$ cat src/rtl/aes_pkg.sv
// Shared types and GF(2^8) helper for the AES MixColumns datapath.
package aes_pkg;

    typedef logic [31:0]  aes_col_t;
    typedef logic [127:0] aes_state_t;

    typedef enum logic [1:0] {
        IDLE    = 2'd0,
        COMPUTE = 2'd1,
        DONE    = 2'd2
    } mixseq_state_e;

    localparam int AES_NUM_COLS = 4;

    // Multiply by x in GF(2^8) modulo x^8 + x^4 + x^3 + x + 1.
    function automatic logic [7:0] aes_xtime(input logic [7:0] b);
        return {b[6:0], 1'b0} ^ (b[7] ? 8'h1b : 8'h00);
    endfunction

endpackage

$ cat src/rtl/aes_mixcolumn.sv
// Single-column AES MixColumns, purely combinational.
// Row 0 is the MSB byte of the column.
module aes_mixcolumn
    import aes_pkg::*;
(
    input  logic [31:0] i_col,
    output logic [31:0] o_col
);

    logic [7:0] w_a0, w_a1, w_a2, w_a3;
    logic [7:0] w_x0, w_x1, w_x2, w_x3;

    assign {w_a0, w_a1, w_a2, w_a3} = i_col;

    assign w_x0 = aes_xtime(w_a0);
    assign w_x1 = aes_xtime(w_a1);
    assign w_x2 = aes_xtime(w_a2);
    assign w_x3 = aes_xtime(w_a3);

    // 3*a is xtime(a) ^ a
    assign o_col[31:24] = w_x0 ^ (w_x1 ^ w_a1) ^ w_a2 ^ w_a3;
    assign o_col[23:16] = w_a0 ^ w_x1 ^ (w_x2 ^ w_a2) ^ w_a3;
    assign o_col[15:8]  = w_a0 ^ w_a1 ^ w_x2 ^ (w_x3 ^ w_a3);
    assign o_col[7:0]   = (w_x0 ^ w_a0) ^ w_a1 ^ w_a2 ^ w_x3;

endmodule

$ cat src/rtl/aes_mixcolumns_seq.sv
// Time-multiplexed MixColumns over a 128-bit state: 4/COLS_PER_CYCLE+1 cycles (1 on bypass);
// one state in flight, result held in DONE until out_ready, no accept until then.
module aes_mixcolumns_seq
    import aes_pkg::*;
#(
    parameter int COLS_PER_CYCLE = 1
) (
    input  logic         clk,
    input  logic         rst,
    input  logic         in_valid,
    output logic         in_ready,
    input  logic [127:0] in_state,
    input  logic         in_bypass,
    output logic         out_valid,
    input  logic         out_ready,
    output logic [127:0] out_state,
    output logic         busy
);

    if (!(COLS_PER_CYCLE == 1 || COLS_PER_CYCLE == 2 || COLS_PER_CYCLE == 4)) begin : g_bad_param
        $error("aes_mixcolumns_seq: COLS_PER_CYCLE must be 1, 2 or 4");
    end

    localparam logic [1:0] LAST_GRP = 2'(AES_NUM_COLS - COLS_PER_CYCLE);
    localparam logic [1:0] GRP_STEP = 2'(COLS_PER_CYCLE);

    mixseq_state_e r_state, w_state_nxt;
    aes_state_t    r_work, w_work_nxt, w_work_upd;
    logic [1:0]    r_col_cnt, w_col_cnt_nxt;

    aes_col_t w_cols     [AES_NUM_COLS];
    aes_col_t w_cols_nxt [AES_NUM_COLS];
    aes_col_t w_mix_in   [COLS_PER_CYCLE];
    aes_col_t w_mix_out  [COLS_PER_CYCLE];

    always_comb begin
        for (int c = 0; c < AES_NUM_COLS; c++) begin
            w_cols[c] = r_work[127-32*c -: 32];
        end
    end

    for (genvar g = 0; g < COLS_PER_CYCLE; g++) begin : g_mix
        assign w_mix_in[g] = w_cols[r_col_cnt + 2'(g)];

        aes_mixcolumn u_mix (
            .i_col (w_mix_in[g]),
            .o_col (w_mix_out[g])
        );
    end

    // Write the current group back in place; other columns pass unchanged.
    always_comb begin
        for (int c = 0; c < AES_NUM_COLS; c++) begin
            w_cols_nxt[c] = w_cols[c];
        end
        for (int g = 0; g < COLS_PER_CYCLE; g++) begin
            w_cols_nxt[r_col_cnt + 2'(g)] = w_mix_out[g];
        end
        w_work_upd = '0;
        for (int c = 0; c < AES_NUM_COLS; c++) begin
            w_work_upd[127-32*c -: 32] = w_cols_nxt[c];
        end
    end

    always_comb begin
        w_state_nxt   = r_state;
        w_work_nxt    = r_work;
        w_col_cnt_nxt = r_col_cnt;
        in_ready      = 1'b0;
        out_valid     = 1'b0;
        busy          = 1'b0;
        case (r_state)
            IDLE: begin
                in_ready = 1'b1;
                if (in_valid) begin
                    w_work_nxt    = in_state;
                    w_col_cnt_nxt = 2'd0;
                    w_state_nxt   = in_bypass ? DONE : COMPUTE;
                end
            end
            COMPUTE: begin
                busy       = 1'b1;
                w_work_nxt = w_work_upd;
                if (r_col_cnt == LAST_GRP) begin
                    w_state_nxt = DONE;
                end else begin
                    w_col_cnt_nxt = r_col_cnt + GRP_STEP;
                end
            end
            DONE: begin
                out_valid = 1'b1;
                if (out_ready) begin
                    w_state_nxt = IDLE;
                end
            end
            default: begin
                w_state_nxt = IDLE;
            end
        endcase
    end

    always_ff @(posedge clk) begin
        if (rst) begin
            r_state <= IDLE;
        end else begin
            r_state <= w_state_nxt;
        end
    end

    always_ff @(posedge clk) begin
        if (rst) begin
            r_work    <= '0;
            r_col_cnt <= 2'd0;
        end else begin
            r_work    <= w_work_nxt;
            r_col_cnt <= w_col_cnt_nxt;
        end
    end

    assign out_state = r_work;

endmodule

$ cat config.mk
export PLATFORM = sky130hd
export DESIGN_NAME = aes_mixcolumns_seq
export DESIGN_NICKNAME = d
export VERILOG_FILES = /design/src/rtl/aes_pkg.sv /design/src/rtl/aes_mixcolumn.sv /design/src/rtl/aes_mixcolumns_seq.sv
export SDC_FILE = /design/constraint.sdc
export NUM_CORES = 1
export LEC_CHECK = 0
export ABC_CLOCK_PERIOD_IN_PS = 3100
export CORE_ASPECT_RATIO = 0.6
export CORE_MARGIN = 2
export CORE_UTILIZATION = 50
export CTS_BUF_LIST = sky130_fd_sc_hd__clkbuf_4 sky130_fd_sc_hd__clkbuf_8
export CTS_CLUSTER_SIZE = 30
export DETAILED_ROUTE_END_ITERATION = 10
export PLACE_DENSITY = 0.83
export SYNTH_ARGS = -nofsm -noshare
export SYNTH_HDL_FRONTEND = slang
export SYNTH_SLANG_ARGS = --single-unit
$ cat constraint.sdc
create_clock -name clk -period 3.1 [get_ports clk]
set_input_delay 0.465 -clock clk [delete_from_list [all_inputs] [get_ports clk]]
set_output_delay 0.465 -clock clk [all_outputs]
set_load 0.005 [all_outputs]
; Word-level counts from Yosys, hierarchy flattened
; Cells that the tools add are included.
[word_totals]
ff_bits = 132
input_bits = 133
out_inout_bits = 131
wordCells = 63
[classes]
addsub = 1
order_cmp = 2
n_eq_ne = 7
mux = 23
bitwise_logic = 21
reduce_logical = 6
[ops]
columns = operator, n
row1 = 128-bit one-hot mux with 2 select lines, 1
row2 = 8-bit XOR, 20
row3 = 128-bit bitwise mux, 1
row4 = 128-bit 2-to-1 mux, 1
row5 = 32-bit 2-to-1 mux, 3
row6 = 32-bit binary-select mux with 2-bit select, 1
row7 = 32-bit demux with 2-bit select, 1
row8 = 5-bit 2-to-1 mux, 4
row9 = 2-bit 2-to-1 mux, 6
row10 = 2-bit inequality test (second input constant), 4
row11 = 2-bit one-hot mux with 3 select lines, 1
row12 = 3-bit AND reduction, 2
row13 = 2-bit equality test (second input constant), 2
row14 = 2-bit one-hot mux with 2 select lines, 1
row15 = 3-bit >= comparator (second input constant), 1
row16 = 3-bit by 1-bit < comparator with 1-bit output (second input constant), 1
row17 = 1-bit 2-to-1 mux, 3
row18 = 2-bit NOT with 3-bit output, 1
row19 = 2-bit by 1-bit adder with 2-bit output (second input constant), 1
row20 = 2-bit by 1-bit equality test with 1-bit output (second input constant), 1
row21 = 2-bit zero test, 1
row22 = 2-bit AND reduction, 1
row23 = 2-bit nonzero test, 1
row24 = 1-bit logical AND, 1

; Depth between registers and ports, before layout
[logic_depth]
ltp_word = 12
depth_mapped = 11
ltp_nobuf = 6

; Modules after synthesis
; Synthesis repeated with hierarchy kept, for this count alone.
[hier_totals]
hier_cells = 750
area_unflattened_um2 = 7916.3
[modules_own_cells]
columns = mod, instances, cells_per_inst, area_each_um2, seq_area_each_um2
row1 = aes_mixcolumns_seq, 1, 671, 6610.1, 2642.5
row2 = aes_mixcolumn, 1, 79, 1306.3, 0.0

; Worst setup path after synthesis
; Ideal clock, no wire load.
[synth_path]
path_kind = register to register
start = reg r_col_cnt[0]
end = reg r_work[50] (netlist: out_state[50])
setup_time_ns = 0.091
arrival_ns = 2.289
required_ns = 3.009
path_slack_ns = 0.720
path_stages_with_launch = 12
n_path_buf = 5
synth_period_minus_slack_ns = 2.380
path_cell_list = dfxtp_1 buf_4 buf_2 buf_2 inv_1 ha_1 mux2i_1 or2_2 clkbuf_1 clkbuf_1 a21oi_1 a311oi_1
[synth_between]
elab_chain_len = 10
elab_cells_between_ends = 17
classes_between = order compare: 2 / mux: 7 / bitwise: 7 / reduce/logical: 1
[synth_rtl]
columns = item, line_no
row1 = "start, declared", aes_mixcolumns_seq.sv:29  ; logic [1:0] r_col_cnt, w_col_cnt_nxt;
row2 = "start signal, assigned", aes_mixcolumns_seq.sv:116  ; r_col_cnt <= w_col_cnt_nxt;
row3 = 2-bit NOT with 3-bit output (implied by the code) *, "aes_mixcolumns_seq.sv:43, aes_mixcolumns_seq.sv:57"
row4 = 32-bit binary-select mux with 2-bit select, aes_mixcolumns_seq.sv:43  ; assign w_mix_in[g] = w_cols[r_col_cnt + 2'(g)];
row5 = 32-bit 2-to-1 mux (implied by the code) (2 in series), aes_mixcolumns_seq.sv:43
row6 = 8-bit XOR, aes_pkg.sv:17  ; return {b[6:0], 1'b0} ^ (b[7] ? 8'h1b : 8'h00);
row7 = 8-bit XOR (3 in series), aes_mixcolumn.sv:22  ; assign o_col[23:16] = w_a0 ^ w_x1 ^ (w_x2 ^ w_a2) ^ w_a3;
row8 = 128-bit bitwise mux *, aes_mixcolumns_seq.sv:57  ; w_cols_nxt[r_col_cnt + 2'(g)] = w_mix_out[g];
row9 = 128-bit one-hot mux with 2 select lines *, aes_mixcolumns_seq.sv:72  ; case (r_state)
row10 = "end signal, assigned", aes_mixcolumns_seq.sv:115  ; r_work <= w_work_nxt;
row11 = "end, declared", aes_mixcolumns_seq.sv:28  ; aes_state_t r_work, w_work_nxt, w_work_upd;
; Mark *: on every way between the ends. The rest lies on a longest branch, timed or not. The select of a mux whose other input is x is not followed.
; A chain may end at the register's enable or synchronous reset.

; Worst setup path after layout
[layout_path]
start = reg r_col_cnt[0]
end = reg r_work[52] (netlist: out_state[52])
[layout_between]
elab_chain_len = 11
elab_cells_between_ends = 19
classes_between = order compare: 2 / mux: 9 / bitwise: 7 / reduce/logical: 1
[layout_rtl]
columns = item, line_no
row1 = 2-bit NOT with 3-bit output (implied by the code) *, "aes_mixcolumns_seq.sv:43, aes_mixcolumns_seq.sv:57"
row2 = 32-bit binary-select mux with 2-bit select, aes_mixcolumns_seq.sv:43
row3 = 32-bit 2-to-1 mux (implied by the code) (2 in series), aes_mixcolumns_seq.sv:43
row4 = 5-bit 2-to-1 mux, aes_pkg.sv:17
row5 = 8-bit XOR, aes_pkg.sv:17
row6 = 8-bit XOR (3 in series), aes_mixcolumn.sv:22
row7 = 128-bit bitwise mux *, aes_mixcolumns_seq.sv:57
row8 = 128-bit one-hot mux with 2 select lines *, aes_mixcolumns_seq.sv:72
; Marks and branches as above.

==> results.toml <==
[run_status]
status = "complete, no violations"

[setup_path]
critPathCaptureType = "flop"
slowest_delay_ns = 0.62
cp_slowest_cell = "dfxtp_2"
worstPathCellList = "buf_4, mux4_2, xor2_1, xnor3_1, a21oi_1"
start_kind = "flop"
critical_path_required_ns = 3.47
worst_r2r_path_depth = 5
critPathArrivalTime_ns = 3.16
crit_fanout = 15
crit_type = "reg -> reg"

[clocking]
cts_root_buffer = "clkbuf_8"
hold_buffers = 0
cts.clk_slew.worst_paths_ns = 0.08
clockBufferDepth = 2
cts_max_level = 4
numCtsBuffers = 17
cts_tree = "yes"
clock_latency_ns = 0.46
cts_setup_buffers = 0
ctsResizeCount = 0
cts_sinks = 132

[die]
die_h_um = 109
initial_core_util_pct = 50.9
core_area_sq_mm = 0.0180
ioPinCount = 264
dieArea_sq_mm = 0.0195
die_x_um = 179
rows = 38

[synth]
ys_warn_count = 0
synth_nets = 1120
yosysTopAreaCell = "dfxtp_1"
avgSynthCellArea_sq_um = 9.33
synth_area_leaders = "dfxtp_1 29%, xnor3_1 9.3%, a21oi_1 8.8%, mux4_2 7.9%, nand3_1 6.8%"
ys_types = 44
synth_cells = 983
synth_top_cell_area_share_pct = 28.8
yosysSeqAreaShare_pct = 28.8
ys_ff_latch = 132
syn_area_sq_mm = 0.00917

[power_and_ir_drop]
leakage_nw = 4.40
p_per_area_mw_per_mm2 = 619
total_power_mw = 7.67
peakVddDrop_mv = 0.392

[layout]
multi_input_area_sq_mm = 0.00602
final_cell_mix = "263 x clkdlybuf4s50_1, 162 x a21oi_1, 128 x dfxtp_1"
final_common_cell = "clkdlybuf4s50_1"
antenna_cells = 0
drive_gt1_share_pct = 14.2
fin_nets = 1318
syn_to_final_growth_pct = 35.1
fillers = 1390
regArea_sq_mm = 0.00265

[detailed_routing]
drtIter0Drc = 2119
drc = 0
postRouteAntennaNets = 0
via_per_inst = 6.97
dr.pass1.iters = 7
wire_per_inst_um = 26.3
totalWireLength_um = 37800
num_vias = 9991

[timing]
fin_crit_sh_pct = 90.0
finalHoldViolations = 0
final-max-slew-violation-count = 0
setup_viol = 0
rsz0062_at_grt = "no"
fmax_mhz = 358
finalCriticalPeriod_ns = 2.79
setup_tns_ns = 0
maxSlewHeadroom_pct = 31.2
worst_slew_pin_slew_ns = 1.03
skew_ns = 0.0221
final.setup.worst_slack_ns = 0.310

[place]
gp_congestion = 0.921
dp_slack_ns = 0.405
port_buffers = 263
dp_hpwl_um = 25500

[job]
cap_violations = 0

[global_routing]
grt_pass1_wl_um = 56900
overflow = 0
antenna_found_initial = 0
grt_max_degree = 58
track_usage_pct = 38.5
grt_pass1_vias = 9679

[worst_hold_path]
min_delay_path_depth = 2
min_path_type = "reg -> reg"
through the flow:
stage | cells | util (%) | hold slack [ns] | instance area, sq um
floorplan | 983 | - | 0.501 | 9170
global route | 1434 | 68.8 | 0.560 | 12400
global placement | 1402 | 66.0 | 0.526 | 11900
detailed placement | 1402 | 66.0 | 0.521 | 11900
finish | 1434 | 68.8 | 0.537 | 12400
CTS | 1434 | 68.8 | 0.537 | 12400
worst paths after layout:
path | from | slack (ns) | end
max | r_col_cnt[0] | 0.31 | out_state[52]
min reg2reg | out_state[14] | 0.54 | out_state[14]
min | out_state[14] | 0.54 | out_state[14]
max reg2reg | r_col_cnt[0] | 0.31 | out_state[52]
report_power, final:
| group | total (mW) | switching, mW | internal, mW | leakage (nW) |
|---|---|---|---|---|
| registers | 2.17 | 0.250 | 1.92 | 1.09 |
| logic | 3.64 | 1.86 | 1.78 | 3.07 |
| clock network | 1.86 | 0.762 | 1.09 | 0.243 |
synth_stat cells (all sizes together):
cell type and number:
nor3b 3, xnor3 38, nand2 8, nand3 124, and2 8, inv 8
nor2 22, o22ai 11, mux2i 4, a22oi 9, xor3 17, o211ai 50
or2 4, nor3 1, ha 4, a311oi 12, a31oi 52, or3b 2
a21oi 162, nor2b 1, or4b 47, clkbuf 88, xnor2 23, nand3b 1
mux4 32, nand2b 1, nor4b 1, clkinv 1, a2bb2oi 1, or4 2
xor2 13, buf 28, a211oi 5, o21bai 6, o21ai 62, dfxtp 132
state kept, by name (all words and copies together), names as in the netlist:
register	count
r_col_cnt	2
r_state	2
out_state	128
final cells by class:
| class | count | area share, % |
|---|---|---|
| timing repair buffer | 295 | 23.4 |
| clock buffer | 20 | 2.17 |
| clock inverter | 12 | 1.83 |
| tap | 240 | 2.42 |
| multi-input combinational | 726 | 48.6 |
| inverter | 9 | 0.273 |
| sequential | 132 | 21.4 |
metal layers:
| metal | GRT usage [%] | vias up | part of all wire (%) |
|---|---|---|---|
| met4 | 13.0 | 0 | 3.0 |
| met5 | 0 | - | 0 |
| met3 | 13.8 | 145 | 17 |
| met1 | 55.0 | 4660 | 39 |
| li1 | - | 4181 | - |
| met2 | 53.8 | 1005 | 41 |
logic make-up after synthesis:
logic type / synth area share, %
compound gates: 23.5
buf+inv: 5.81
mux: 8.29
flops: 28.8
simple gates: 14.9
fa+ha+maj: 0.546
xor+xnor: 18.1
critical path: cells and delay by family, from the launching register on:
| family | cells | cell delay (ns) |
|---|---|---|
| AOI/OAI and AO/OA | 1 | 0.20 |
| muxes | 1 | 0.47 |
| buffers and inverters | 1 | 0.33 |
| DFF | 1 | 0.62 |
| xor gates and xnor gates | 2 | 1.07 |
No activity file was read; power rests on OpenSTA's default activity.
